<file path="config.mk">
export PLATFORM = sky130hd
export DESIGN_NAME = cla_pipe_adder
export DESIGN_NICKNAME = d
export VERILOG_FILES = /design/src/rtl/cla_pipe_adder.sv
export SDC_FILE = /design/constraint.sdc
export NUM_CORES = 1
export LEC_CHECK = 0
export CORE_UTILIZATION = 55
export CTS_BUF_LIST = sky130_fd_sc_hd__clkbuf_16
export CTS_CLUSTER_SIZE = 8
export DETAILED_ROUTE_END_ITERATION = 7
export DONT_BUFFER_PORTS = 1
export MAX_ROUTING_LAYER = met4
export PLACE_DENSITY = 0.73
export SKIP_LAST_GASP = 1
export SLEW_MARGIN = 20
export SYNTH_ARGS = -nofsm -noshare
export SYNTH_HDL_FRONTEND = slang
export SYNTH_SLANG_ARGS = --single-unit
</file>
<file path="constraint.sdc">
create_clock -name clk -period 3.85 [get_ports clk]
set_input_delay 0.385 -clock clk [delete_from_list [all_inputs] [get_ports clk]]
set_output_delay 0.385 -clock clk [all_outputs]
set_load 0.01 [all_outputs]
</file>
<file path="src/rtl/cla_pipe_adder.sv">
// cla_pipe_adder
//   Pipelined carry-lookahead adder/subtractor. One 4-bit CLA group is
//   evaluated per pipeline stage. The carry passes between stages through a
//   register. A single global enable stalls every stage together.
//
//   Ports
//     clk, rst_n          rising-edge clock, asynchronous active-low reset
//     in_valid/in_ready   operand handshake (in_ready = pipeline enable)
//     a, b, cin, sub      operands; sub=1 computes a - b - cin
//     out_valid/out_ready result handshake
//     s, cout, ovf, zero  registered result and flags (cout = NOT borrow on sub)
module cla_pipe_adder #(
   parameter int WIDTH = 16,
   parameter int GROUP = 4
) (
   input  logic             clk,
   input  logic             rst_n,
   input  logic             in_valid,
   output logic             in_ready,
   input  logic [WIDTH-1:0] a,
   input  logic [WIDTH-1:0] b,
   input  logic             cin,
   input  logic             sub,
   output logic             out_valid,
   input  logic             out_ready,
   output logic [WIDTH-1:0] s,
   output logic             cout,
   output logic             ovf,
   output logic             zero
);

   localparam int STAGES = WIDTH / GROUP;

   // 4-bit carry-lookahead group: returns {carry_out, sum[3:0]}.
   function automatic logic [4:0] cla4(input logic [3:0] x, input logic [3:0] y,
                                       input logic c0);
      logic [3:0] g;
      logic [3:0] p;
      logic       c1, c2, c3, c4;
      g  = x & y;
      p  = x ^ y;
      c1 = g[0] | (p[0] & c0);
      c2 = g[1] | (p[1] & g[0]) | (p[1] & p[0] & c0);
      c3 = g[2] | (p[2] & g[1]) | (p[2] & p[1] & g[0]) | (p[2] & p[1] & p[0] & c0);
      c4 = g[3] | (p[3] & g[2]) | (p[3] & p[2] & g[1]) | (p[3] & p[2] & p[1] & g[0])
         | (p[3] & p[2] & p[1] & p[0] & c0);
      return {c4, p ^ {c3, c2, c1, c0}};
   endfunction

   logic             en;
   logic [WIDTH-1:0] b_eff;
   logic             c0;
   logic             ovf_q;
   logic             zero_q;

   assign en       = out_ready | ~out_valid;
   assign in_ready = en;

   // Subtraction as a + ~b + ~cin.
   assign b_eff = sub ? ~b : b;
   assign c0    = sub ? ~cin : cin;

   for (genvar k = 0; k < STAGES; k++) begin : g_stg
      localparam int OPW = WIDTH - GROUP * k;   // operand bits still to be summed
      localparam int SW  = GROUP * (k + 1);     // sum bits known after this stage

      logic [OPW-1:0] op_a;
      logic [OPW-1:0] op_b;
      logic           c_in;
      logic           v_in;
      logic [4:0]     r;
      logic [SW-1:0]  sum_d;
      logic [SW-1:0]  sum_q;
      logic           c_q;
      logic           v_q;

      if (k == 0) begin : g_src
         assign op_a  = a;
         assign op_b  = b_eff;
         assign c_in  = c0;
         assign v_in  = in_valid;
         assign sum_d = r[3:0];
      end else begin : g_src
         assign op_a  = g_stg[k-1].g_fwd.a_q;
         assign op_b  = g_stg[k-1].g_fwd.b_q;
         assign c_in  = g_stg[k-1].c_q;
         assign v_in  = g_stg[k-1].v_q;
         assign sum_d = {r[3:0], g_stg[k-1].sum_q};
      end

      assign r = cla4(op_a[GROUP-1:0], op_b[GROUP-1:0], c_in);

      always_ff @(posedge clk or negedge rst_n) begin
         if (!rst_n) begin
            v_q   <= 1'b0;
            c_q   <= 1'b0;
            sum_q <= '0;
         end else if (en) begin
            v_q   <= v_in;
            c_q   <= r[4];
            sum_q <= sum_d;
         end
      end

      if (k < STAGES - 1) begin : g_fwd
         logic [OPW-GROUP-1:0] a_q;
         logic [OPW-GROUP-1:0] b_q;

         always_ff @(posedge clk or negedge rst_n) begin
            if (!rst_n) begin
               a_q <= '0;
               b_q <= '0;
            end else if (en) begin
               a_q <= op_a[OPW-1:GROUP];
               b_q <= op_b[OPW-1:GROUP];
            end
         end
      end else begin : g_last
         // The carry into the MSB is recovered as s_msb ^ a_msb ^ b_msb.
         always_ff @(posedge clk or negedge rst_n) begin
            if (!rst_n) begin
               ovf_q  <= 1'b0;
               zero_q <= 1'b0;
            end else if (en) begin
               ovf_q  <= r[4] ^ (sum_d[SW-1] ^ op_a[GROUP-1] ^ op_b[GROUP-1]);
               zero_q <= (sum_d == '0);
            end
         end
      end
   end

   assign s         = g_stg[STAGES-1].sum_q;
   assign cout      = g_stg[STAGES-1].c_q;
   assign out_valid = g_stg[STAGES-1].v_q;
   assign ovf       = ovf_q;
   assign zero      = zero_q;

endmodule

</file>
==> metrics.md, run 1 <==
| Metric | Value |
|---|---|
| Post-synthesis cell type count | 33 |
| NetSw | 1.47 mW |
| Final core utilization | 0.617 |
| CTS Sinks | 98 |
| # IOs | 59 |
| Max Freq | 0.492 GHz |
| Most frequent cells in the layout | nand2_1, dfrtp_1, o21ai_0 |
| Number of iterations in the first detailed-routing pass | 4 |
| Net count after synthesis | 527 |
| Critical path class | flop to flop |
| Internal power | 2.54 mW |
| DRT iter0 DRCs | 115 |
| Synth Area in Compound Gates | 0.0711 |
| Worst slew pin tran | 1010 ps |
| Top layer in use | met4 |
| Remaining routing DRC violations | 0 |
| Layout Nets | 519 |
| Gate Count Post-Synth | 469 |
| H-tree Lvls | 3 |
| # port buffers | 0 |
| Vias in the first global route | 2908 |
| Total GRT Usage | 0.208 |
| Initial antenna violation count | 0 |
| Clock root buffer | clkbuf_16 |
| Clock Skew | 10.2 ps |
| Layout fillers | 670 |
| MaxCap Viol Count | 0 |
| Syn_area_per_cell | 9.27 um2 |
| Post-Place Worst Slack | 1820 ps |
| Largest family of logic cells by synthesized area | simple AND/OR/NAND/NOR gates |
| Hold Vio Cnt, Final | 0 |
| Core Region | 7690 um2 |
| CP Launch Type | flop |
| Rows | 32 |
| Number of synthesized register bits | 98 |
| Cell Pwr Density | 845 nW/um2 |
| Max Slew Vio Count | 0 |
| Setup TNS | 0 ps |
| Synth warn | 0 |
| Non-Filler Instances | 568 |
| Post-cts resize count | 0 |
| Wire length on met2 | 3.71 mm |
| Worst EP arrival | 2280 ps |
| Final setup vio count | 0 |
| Slew margin rel. | 0.328 |
| Synth Area in XOR/XNOR | 0.0604 |
| Met3 wire length | 224 um |
| Area grow syn2layout | 9.10% |
| Total power | 4.01 mW |
| Critical Path RT | 4100 ps |
| Class of the worst hold path | input pin to flop |
| Hpwl dp | 4.95 mm |
| Largest net degree at the start of global routing | 112 |
| First-pass GRT wire length | 13.0 mm |
| Outcome | finished clean |
| Total grt overflow | 0 |
| CP Max Fanout | 111 |
| Max IR drop VDD | 0.325 mV |
| Adder-Cell Fraction of Synth Area | 0.0645 |
| Die ar. | 8260 um2 |
| Vias | 2893 |
| Clock Latency Late Sink | 340 ps |
| Simple-gate portion of the synthesized area | 0.209 |
| Commonest non-fill, non-tap cell in the layout | nand2_1 |
| Design area | 4740 um2 |
| Sw frac | 0.366 |
| Clock Path Buffers | 2 |
| Clk slew on worst S/H paths | 70 ps |
| RSZ-0062 raised after global routing | false |
| CTS tree | yes |
| Clock Power Share | 0.220 |
| Register area | 2450 um2 |
| Placed insts | 550 |
| Fraction of registers with async set/reset | 1.00 |
| Met1 wire length | 3.43 mm |
| Routability-driven placement congestion ratio | 0.764 |
| Multiplexer share of the synthesized area | 0.00230 |
| Area of the multi-input gates | 1780 um2 |
| Final period util | 0.528 |
| Synthesized cell area | 4350 um2 |
| Pleak | 2.38 nW |
| Placed cell areas | 4410 um2 |
| Chip height | 90.9 um |
| Worst setup EP type | flop |
| DR vias/cell | 5.09 |
| Initial cell density of the core | 0.565 |
| Gate power share | 0.327 |
| Die Width | 90.9 um |
| Post-synthesis sequential area ratio | 0.564 |
| Layout cells sized above 1 | 0.0515 |
| Number of routed nets with antenna violations | 0 |
| Ant. Diodes | 0 |
| Fin worst setup slack | 1820 ps |
| Hold WS | 156 ps |
| Routed length per placed instance | 13.3 um |
| Fin crit period | 2030 ps |
| Sequential Power Share | 0.453 |
| Wirelength, routed | 7.57 mm |
| Clock buffer count from CTS | 9 |
| Top FF cell, synth | dfrtp_1 |
| Number of flops mapped to enable cells by yosys | 0 |
registers in the layout (all words and copies together), names as in the netlist:
name / flops
g_stg.sum_q: 24
g_stg.c_q: 3
s: 16
g_stg.g_fwd.a_q: 24
out_valid: 1
zero: 1
g_stg.g_fwd.b_q: 24
ovf: 1
cout: 1
g_stg.v_q: 3
layout make-up:
| type | count | area share |
|---|---|---|
| tap | 102 | 0.0269 |
| multi-input combinational | 339 | 0.375 |
| inverter | 9 | 0.00712 |
| timing repair buffer | 4 | 0.0111 |
| clock buffer | 9 | 0.0475 |
| sequential | 98 | 0.517 |
| clock inverter | 7 | 0.0150 |
synth_stat cells (all sizes together), types with 2 or more instances:
cell type / instances / area, um2
nand2: 221 / 830
dfrtp: 98 / 2450
o21ai: 24 / 120
xnor2: 22 / 193
clkbuf: 18 / 67.6
a21oi: 16 / 91.3
ha: 16 / 200
inv: 9 / 33.8
xor2: 8 / 70.1
nor2: 6 / 22.5
buf: 5 / 21.3
fa: 4 / 80.1
a211oi: 2 / 15.0
a21o: 2 / 15.0
o21bai: 2 / 15.0
o31ai: 2 / 15.0
power by group through the flow:
stage	Combinational [mW]	Sequential, mW	Clock [mW]
after detailed placement	1.29	1.84	0
after floorplan	1.07	1.76	0
after global routing	1.52	1.87	0.934
final	1.31	1.81	0.880
after CTS	1.34	1.82	0.898
after global placement	1.24	1.82	0
kinds of logic after synthesis:
family,after synthesis
AO/OA/AOI/OAI,52
flip-flops,98
adder cells (fa/ha/maj),20
AND/OR/NAND/NOR,236
XOR/XNOR,30
multiplexers,1
buffers and inverters,32
per-layer routing:
| layer | track usage | vias to the layer above |
|---|---|---|
| met5 | - | - |
| met2 | 0.338 | 48 |
| met3 | 0.0328 | 16 |
| met4 | 0.103 | 0 |
| met1 | 0.255 | 1369 |
| li1 | - | 1460 |
critical path, stage by stage, from the launching register on:
cell and delay [ps]:
dfrtp_1 420, nor2b_4 140, buf_4 400, nor4_1 520
nand4_1 220, o31ai_1 220
final timing paths:
kind                                   startpoint                    end  slack, ps  depth (start not counted)
max                                     out_valid                   zero       1820                          5
min                                      in_valid           g_stg[0].v_q        160                          2
max reg2reg                             out_valid                   zero       1820                          5
min reg2reg                g_stg[0].g_fwd.b_q[10]  g_stg[1].g_fwd.b_q[6]        460                          2
max in group asynchronous                   rst_n  g_stg[2].g_fwd.a_q[1]       2870                          2
min in group asynchronous                   rst_n                   s[3]        630                          2
what timing repair did:
item	CTS	global route
hold buffers	2	0
setup buffers	0	0
hold endpoints to repair	98	0
No activity file was read; power rests on OpenSTA's default activity.
==> run 2: changes to the inputs <==
clock period = 2 ns   (was 3.85 ns; I/O delays follow)
==> metrics.md, run 2 (same netlist as run 1, synthesis figures left out) <==
| Metric | Value |
|---|---|
| First-pass GRT wire length | 13.2 mm (was 13.0 mm) |
| Core Region | 7690 um2 (unchanged) |
| Worst setup EP type | flop (unchanged) |
| Max Freq | 0.536 GHz (was 0.492 GHz) |
| Vias in the first global route | 2932 (was 2908) |
| Crit path cell chain | ha_1, a211o_1, a21oi_4, xnor2_1, a211oi_1, o31ai_1 (was nor2b_4, buf_4, nor4_1, nand4_1, o31ai_1) |
| Post-CTS Setup Bufs | 0 (unchanged) |
| Fin crit period | 1870 ps (was 2030 ps) |
| Worst EP arrival | 2060 ps (was 2280 ps) |
| # IOs | 59 (unchanged) |
| DR vias/cell | 5.02 (was 5.09) |
| Die Width | 90.9 um (unchanged) |
| Clock root buffer | clkbuf_16 (unchanged) |
| Layout Nets | 534 (was 519) |
| Final period util | 0.933 (was 0.528) |
| CTS tree | yes (unchanged) |
| Slowest-stage cell, CP | dfrtp_1 (was nor4_1) |
| Post-cts resize count | 0 (unchanged) |
| Pleak | 2.44 nW (was 2.38 nW) |
| Wirelength, routed | 7.59 mm (was 7.57 mm) |
| Hold WS | -445 ps (was 156 ps) |
| Post-CTS Hold Buffers | 13 (was 2) |
| Routed length per placed instance | 13.0 um (was 13.3 um) |
| Ant. Diodes | 0 (unchanged) |
| Slew margin rel. | 0.556 (was 0.328) |
| H-tree Lvls | 3 (unchanged) |
| R2R cell count | 6 (was 5) |
| Number of iterations in the first detailed-routing pass | 5 (was 4) |
| Most frequent cells in the layout | nand2_1, dfrtp_1, o21ai_0 (unchanged) |
| # port buffers | 0 (unchanged) |
| Vias | 2928 (was 2893) |
| Clock Latency Late Sink | 340 ps (about the same) |
| Layout cells sized above 1 | 0.0541 (was 0.0515) |
| Failing checks | hold timing |
| M3 GR Usage | 0.0505 (was 0.0328) |
| Number of routed nets with antenna violations | 0 (unchanged) |
| Hold Vio Cnt, Final | 98 (was 0) |
| Clk slew on worst S/H paths | 60 ps (was 70 ps) |
| Initial cell density of the core | 0.565 (unchanged) |
| Remaining routing DRC violations | 0 (unchanged) |
| Setup TNS | 0 ps (unchanged) |
| Chip height | 90.9 um (unchanged) |
| Total GRT Usage | 0.211 (was 0.208) |
| CTS Sinks | 98 (unchanged) |
| Most Crowded Layer GR | met2 (unchanged) |
| Initial antenna violation count | 0 (unchanged) |
| RSZ-0062 raised after global routing | false (unchanged) |
| CP Launch Type | flop (unchanged) |
| Total grt overflow | 0 (unchanged) |
| CP Max Fanout | 5 (was 111) |
| GR Layer Usage met1 | 0.258 (was 0.255) |
| Hpwl dp | 4.92 mm (was 4.95 mm) |
| Critical path class | flop to flop (unchanged) |
| Class of the worst hold path | input pin to asynchronous set/reset pin (was input pin to flop) |
| Levels on crit path | 6 (was 5) |
| CP bufs+invs | 0 (was 1) |
| Cell Pwr Density | 1580 nW/um2 (was 845 nW/um2) |
| MaxCap Viol Count | 0 (unchanged) |
| Clock buffer count from CTS | 9 (unchanged) |
| Max Slew Vio Count | 0 (unchanged) |
| Area grow syn2layout | 12.0% (was 9.10%) |
| Clock Skew | 7.30 ps (was 10.2 ps) |
| Worst slew pin tran | 666 ps (was 1010 ps) |
| Rows | 32 (unchanged) |
| Clock Path Buffers | 2 (unchanged) |
| Outcome | finished, violations left (was finished clean) |
| Die ar. | 8260 um2 (unchanged) |
| Largest net degree at the start of global routing | 99 (was 112) |
| Crit path max-delay family | compound AO/OA/AOI/OAI gates (was simple AND/OR/NAND/NOR gates) |
| Met2 usage | 0.342 (was 0.338) |
| Largest regs | g_stg.g_fwd.a_q x24, g_stg.g_fwd.b_q x24, g_stg.sum_q x24 (unchanged) |
| Layout fillers | 669 (was 670) |
| Final setup vio count | 0 (unchanged) |
| Routability-driven placement congestion ratio | 0.808 (was 0.764) |
| Max IR drop VDD | 0.686 mV (was 0.325 mV) |
| Crit-path max cell delay | 380 ps (was 520 ps) |
| DRT iter0 DRCs | 131 (was 115) |
| Critical Path RT | 2190 ps (was 4100 ps) |
| Commonest non-fill, non-tap cell in the layout | nand2_1 (unchanged) |
[run 2: changes by cell type in the layout (fill, tap and decap cells not counted)]
cell | previous run | this run
buf_12 | 0 | 1
buf_16 | 1 | 0
buf_4 | 2 | 5
clkinv_2 | 1 | 2
clkinv_4 | 2 | 0
dlygate4sd3_1 | 1 | 13
inv_1 | 9 | 10
[run 2: area by class of cell]
type,count,area (um2),share of cell area
clock buffer,9,225,0.0463
timing repair buffer,19,188,0.0386
tap,102,128,0.0262
clock inverter,7,62.6,0.0129
inverter,9,33.8,0.00694
sequential,98,2450,0.504
multi-input combinational,339,1780,0.365
[run 2: routing by layer]
layer / wire (um) / up-vias
li1: - / 1495
met1: 3480 / 1380
met2: 3730 / 45
met3: 305 / 8
met4: 72 / 0
met5: 0 / -
[run 2: path summary, 6_finish.rpt]
check	start	to	slack, ps
max in group asynchronous	rst_n	g_stg[0].g_fwd.b_q[1]	2270
min in group clk	b[8]	g_stg[0].g_fwd.b_q[4]	50
setup reg to reg	g_stg[2].g_fwd.a_q[0]	ovf	130
setup / recovery	g_stg[2].g_fwd.a_q[0]	ovf	130
hold reg to reg	g_stg[2].v_q	out_valid	450
hold / removal	rst_n	s[5]	-450
[run 2: per-stage QoR]
step | util | setup WS [ps] | cell area (um2) | total power [mW] | cells
6_report | 0.633 | 135 | 4870 | 7.69 | 583
3_3_place_gp | 0.579 | 199 | 4450 | 5.92 | 554
3_5_place_dp | 0.579 | 158 | 4450 | 6.06 | 554
5_1_grt | 0.633 | 19.8 | 4870 | 8.33 | 583
4_1_cts | 0.633 | 142 | 4870 | 7.78 | 583
2_1_floorplan | - | 136 | 4350 | 5.45 | 469
[run 2: power breakdown]
part	leakage (nW)	total [mW]	switching (mW)	internal, mW
clock	0.144	1.67	0.713	0.956
combinational	1.11	2.53	1.43	1.10
sequential	1.18	3.49	0.622	2.86
==> variant 1 (config.mk and constraints of run 2) <==
`WIDTH`: 16 -> 20.
--- a/src/rtl/cla_pipe_adder.sv
+++ b/src/rtl/cla_pipe_adder.sv
@@ -10,7 +10,7 @@
 //     out_valid/out_ready result handshake
 //     s, cout, ovf, zero  registered result and flags (cout = NOT borrow on sub)
 module cla_pipe_adder #(
-   parameter int WIDTH = 16,
+   parameter int WIDTH = 20,
    parameter int GROUP = 4
 ) (
    input  logic             clk,
Ports: changed (resized a, b and s); port bits go from 59 to 71. The function was not compared with the original's and may differ.
==> variant 1 against run 2 <==
  * The run still ends with negative hold slack left
  * Wire length up 65%
  * Global-route usage up 1.4 points
  * First-iteration DRC count up 110%
  * Via count up 59%
  * Final area up 60%
  * Power up 67%
  * Sequential cell count up 54
  * Worst setup slack worse by 28 ps
  * Sequential share of layout area down 1.7 points
  * Synthesized area up 50%
  * Highest routed layer unchanged
==> variant 1: results (changes against run 2) <==
[final_layout]
n_antenna_cell = 0  ; unchanged
nNetsFinal = 818  ; +53%
drive_above_1_share_pct = 6.06  ; +0.66 points

[synthesis]
synth.top_cells.by_area = dfrtp_1, nand2_1, xnor2_1
synth_seq_area_share_pct = 58.3  ; +1.9 points
synth_cell_type_count = 34  ; +3.0%
synth_compound_gate_area_share_pct = 5.87  ; -1.2 points
synth_xor_xnor_area_share_pct = 4.97  ; -1.1 points
synth_area_per_cell_sq_um = 9.20  ; -0.78%

[global_route]
grt_start_max_net_pins = 153  ; +55%
grtUsageMet2_pct = 35.1  ; +0.86 points
wire_length_of_the_first_global_routing_pass_mm = 21.3  ; +62%
gr-usage-all-layers_pct = 22.5  ; +1.4 points
via_count_of_the_first_global_routing_pass = 4524  ; +54%

[clock_tree]
cts_htree_levels = 4  ; +1
cts-buffers-inserted = 17  ; +8
clk_latency_ps = 420  ; +80 ps

[pwr]
comb_power_mw = 3.74  ; +48%
internal_power_mw = 8.52  ; +73%
pg_seq_mw = 5.48  ; +57%
total_leakage_power_nw = 3.94  ; +62%
p_total_mw = 12.9  ; +67%

[run_status]
run_status = finished, violations left
violations_in_the_final_reports = negative hold slack

[sta]
least_margin_pin_slew_ps = 561  ; -105 ps
hold-worst-slack_ps = -522  ; -77.3 ps
hold_viol_final = 152  ; +55%
achievable-frequency_mhz = 528  ; -1.5%

[drt]
met1_length_mm = 5.67  ; +63%
routed_wire_length_per_instance_microns = 13.9  ; +6.4%
detailedRoute.firstIterationViolations = 272  ; +110%
met2RoutedLength_mm = 6.10  ; +64%

[critical_path]
rr_startpoint = g_stg[3].g_fwd.a_q[0]
r2r_slack_ps = 110  ; -30 ps
cp.arrival_ps = 2170  ; +110 ps

[place]
post-dp-hpwl_mm = 7.34  ; +49%
place_worst_setup_slack_ps = 120  ; -37.6 ps
gp_routability_congestion = 0.790  ; -2.2%

## variant 1: stage by stage
stage | hold WS [ps] | utilization [%] | instance area, sq um
after CTS | -539 | 68.1 | 7810
after global routing | -543 | 68.1 | 7810
final | -522 | 68.1 | 7810
after floorplan | -95.6 | - | 6520
after detailed placement | -91.5 | 58.1 | 6660
after global placement | -90.0 | 58.1 | 6660
## variant 1: cell type report
| cell class | count | area share, % |
|---|---|---|
| Clock buffer | 17 | 5.45 |
| Clock inverter | 14 | 3.25 |
| Inverter | 10 | 0.513 |
| Multi-Input combinational cell | 511 | 32.5 |
| Sequential cell | 152 | 48.7 |
| Tap cell | 143 | 2.29 |
| Timing Repair Buffer | 55 | 7.27 |
## variant 1: worst max-delay path: cells and delay by family (launching register included)
kind,cells,cell delay [ps]
adders and majority gates,1,300
AOI/OAI and AO/OA,4,960
DFF,1,380
xor gates and xnor gates,1,120
==> variant 2 (settings of run 2) <==
Without the edit above. Reset style: synchronous (`rst_n`), changed in 3 clocked blocks. Comments in the files are not updated.
--- a/src/rtl/cla_pipe_adder.sv
+++ b/src/rtl/cla_pipe_adder.sv
@@ -90,7 +90,7 @@
 
       assign r = cla4(op_a[GROUP-1:0], op_b[GROUP-1:0], c_in);
 
-      always_ff @(posedge clk or negedge rst_n) begin
+      always_ff @(posedge clk) begin
          if (!rst_n) begin
             v_q   <= 1'b0;
             c_q   <= 1'b0;
@@ -106,7 +106,7 @@
          logic [OPW-GROUP-1:0] a_q;
          logic [OPW-GROUP-1:0] b_q;
 
-         always_ff @(posedge clk or negedge rst_n) begin
+         always_ff @(posedge clk) begin
             if (!rst_n) begin
                a_q <= '0;
                b_q <= '0;
@@ -117,7 +117,7 @@
          end
       end else begin : g_last
          // The carry into the MSB is recovered as s_msb ^ a_msb ^ b_msb.
-         always_ff @(posedge clk or negedge rst_n) begin
+         always_ff @(posedge clk) begin
             if (!rst_n) begin
                ovf_q  <= 1'b0;
                zero_q <= 1'b0;
Check against the original RTL: differs if rst_n is asserted again (counterexample within 4 cycles, from zero or initial values and one cycle with rst_n low); with rst_n held inactive, the same outputs for 10 cycles.
==> variant 2 against run 2 <==
  * Critical path depth unchanged
  * Worst setup slack worse by 22 ps
  * Final area down 1.0%
  * Count of clock-buffer cells in the layout unchanged
  * Clock skew down 2.1 ps
  * Sequential cell count unchanged
  * Synthesized area down 0.35%
  * Wire length up 12%
  * Critical endpoint is now ovf
  * Highest routed layer unchanged
Power is not compared: it rests on default switching activity, and its combinational part moved more than twofold at a synthesized area within 25%.
==> variant 2: results (changes against run 2) <==
[synthesis]
muxShareOfSynthArea_pct = 0  ; -0.23 points
synth_cell_type_count = 36  ; +9.1%
synth.top_cells.by_area = dfxtp_1, nand2_1, a21boi_0
synthAdderAreaFrac_pct = 6.47  ; +0.022 points
synth_xor_xnor_area_share_pct = 5.66  ; -0.38 points
synth_seq_area_share_pct = 45.3  ; -11 points
synth_top_flop_cell = dfxtp_1
synth_compound_gate_area_share_pct = 21.2  ; +14 points
synth_fp_nets = 552  ; +4.7%
netlist_instances = 494  ; +5.3%
async_reset_ff_share_pct = 0  ; -100 points
yosysWarnings = 0  ; unchanged
yosys-top-cells-count = nand2_1, dfxtp_1, a21boi_0, clkbuf_1, xnor2_1

[hold_path]
worstHoldPathType = primary input to register

[global_route]
initial_antenna_violation_count = 0  ; unchanged
grt_start_max_net_pins = 86  ; -13%
gr-usage-all-layers_pct = 22.4  ; +1.4 points
gr-usage-met1_pct = 28.8  ; +2.9 points
globalRouteMet3Util_pct = 5.47  ; +0.42 points
grtUsageMet2_pct = 35.2  ; +0.95 points
wire_length_of_the_first_global_routing_pass_mm = 14.5  ; +10%
via_count_of_the_first_global_routing_pass = 3092  ; +5.5%

[clock_tree]
ctsResizeCount = 0  ; unchanged
clk_latency_ps = 340  ; about the same

[run_status]
run_status = completed

[pwr]
powerDensity_nw_per_um2 = 891

[critical_path]
worst-path-max-fanout = 4  ; -1
cp_slowest_stage_delay_ps = 390
critPathSlowestCell = a2111oi_4
critPathTopFamily = simple AND/OR/NAND/NOR gates

[place]
post-dp-hpwl_mm = 5.35  ; +8.7%
gp_routability_congestion = 0.845  ; +4.5%
place_inst = 565  ; +2.0%
place_worst_setup_slack_ps = 127  ; -31.0 ps
placed_cell_area_sq_um = 4420  ; -0.76%

[drt]
top_layer = met4
detailed_routing_iteration_count_for_the_pre_antenna_repair_pass = 4  ; -1
postRouteWirelength_mm = 8.50  ; +12%
met1_length_mm = 4.14  ; +19%
met2RoutedLength_mm = 3.92  ; +5.2%
routed-via-count = 3169  ; +8.2%
wl_met3_microns = 338  ; +11%
detailedRoute.firstIterationViolations = 237  ; +81%
detail_route.vias_per_cell = 5.36  ; +6.8%

[final_layout]
drive_above_1_share_pct = 5.49  ; +0.082 points
fill_cells = 642  ; -4.0%

[sta]
final.setup.worst_slack_ps = 113  ; -21.5 ps
least_margin_pin_slew_ps = 925  ; +259 ps
fin_worst_skew_ps = 5.15  ; -2.15 ps

[variant 2: cell types whose count changed after synthesis, moves of 9 or more]
| cell | delta |
|---|---|
| dfrtp_1 | -98 |
| o21ai_0 | -13 |
| o211a_1 | +16 |
| a21boi_0 | +67 |
| nand2_1 | -64 |
| clkbuf_1 | +9 |
| dfxtp_1 | +98 |
[variant 2: path summary, 6_finish.rpt]
kind                         start               endpoint  slack, ps  cells past startpoint
max          g_stg[2].g_fwd.a_q[3]                    ovf        110                      6
min                          a[11]  g_stg[0].g_fwd.a_q[7]          6                      2
max reg2reg  g_stg[2].g_fwd.a_q[3]                    ovf        110                      6
min reg2reg  g_stg[1].g_fwd.a_q[5]  g_stg[1].g_fwd.a_q[5]        460                      2
[variant 2: cell type report]
cell class,count,share of cell area [%]
timing repair buffer,16,3.79
clock inverter,7,1.58
tap,99,2.57
sequential,98,40.7
inverter,10,0.805
multi-input combinational,352,45.9
clock buffer,9,4.67
[variant 2: worst register-to-register path, delay by kind of cell, from the launching register on]
family | cells | cell delay (ps)
and+or+nand+nor | 3 | 630
DFF | 1 | 330
xor gates and xnor gates | 1 | 130
adders and majority gates | 1 | 350
AOI/OAI and AO/OA | 1 | 390
[variant 2: through the flow]
step | power [mW] | hold WS [ps]
floorplan | 2.53 | 347
global placement | 2.58 | 330
detailed placement | 2.59 | 328
CTS | 4.34 | 0.357
global route | 4.49 | 4.93
finish | 4.29 | 6.48
[variant 2: power groups by stage]
stage                     combinational [mW]  sequential (mW)  clock [mW]
after global routing                   0.461             2.19        1.83
after CTS                              0.403             2.18        1.76
after global placement                 0.362             2.22           0
after detailed placement               0.373             2.22           0
after floorplan                        0.334             2.20           0
final                                  0.401             2.18        1.72
[variant 2: what timing repair did]
action	CTS	global route
hold endpoints to repair	26	5
setup endpoints to repair	0	0
hold buffers	9	1
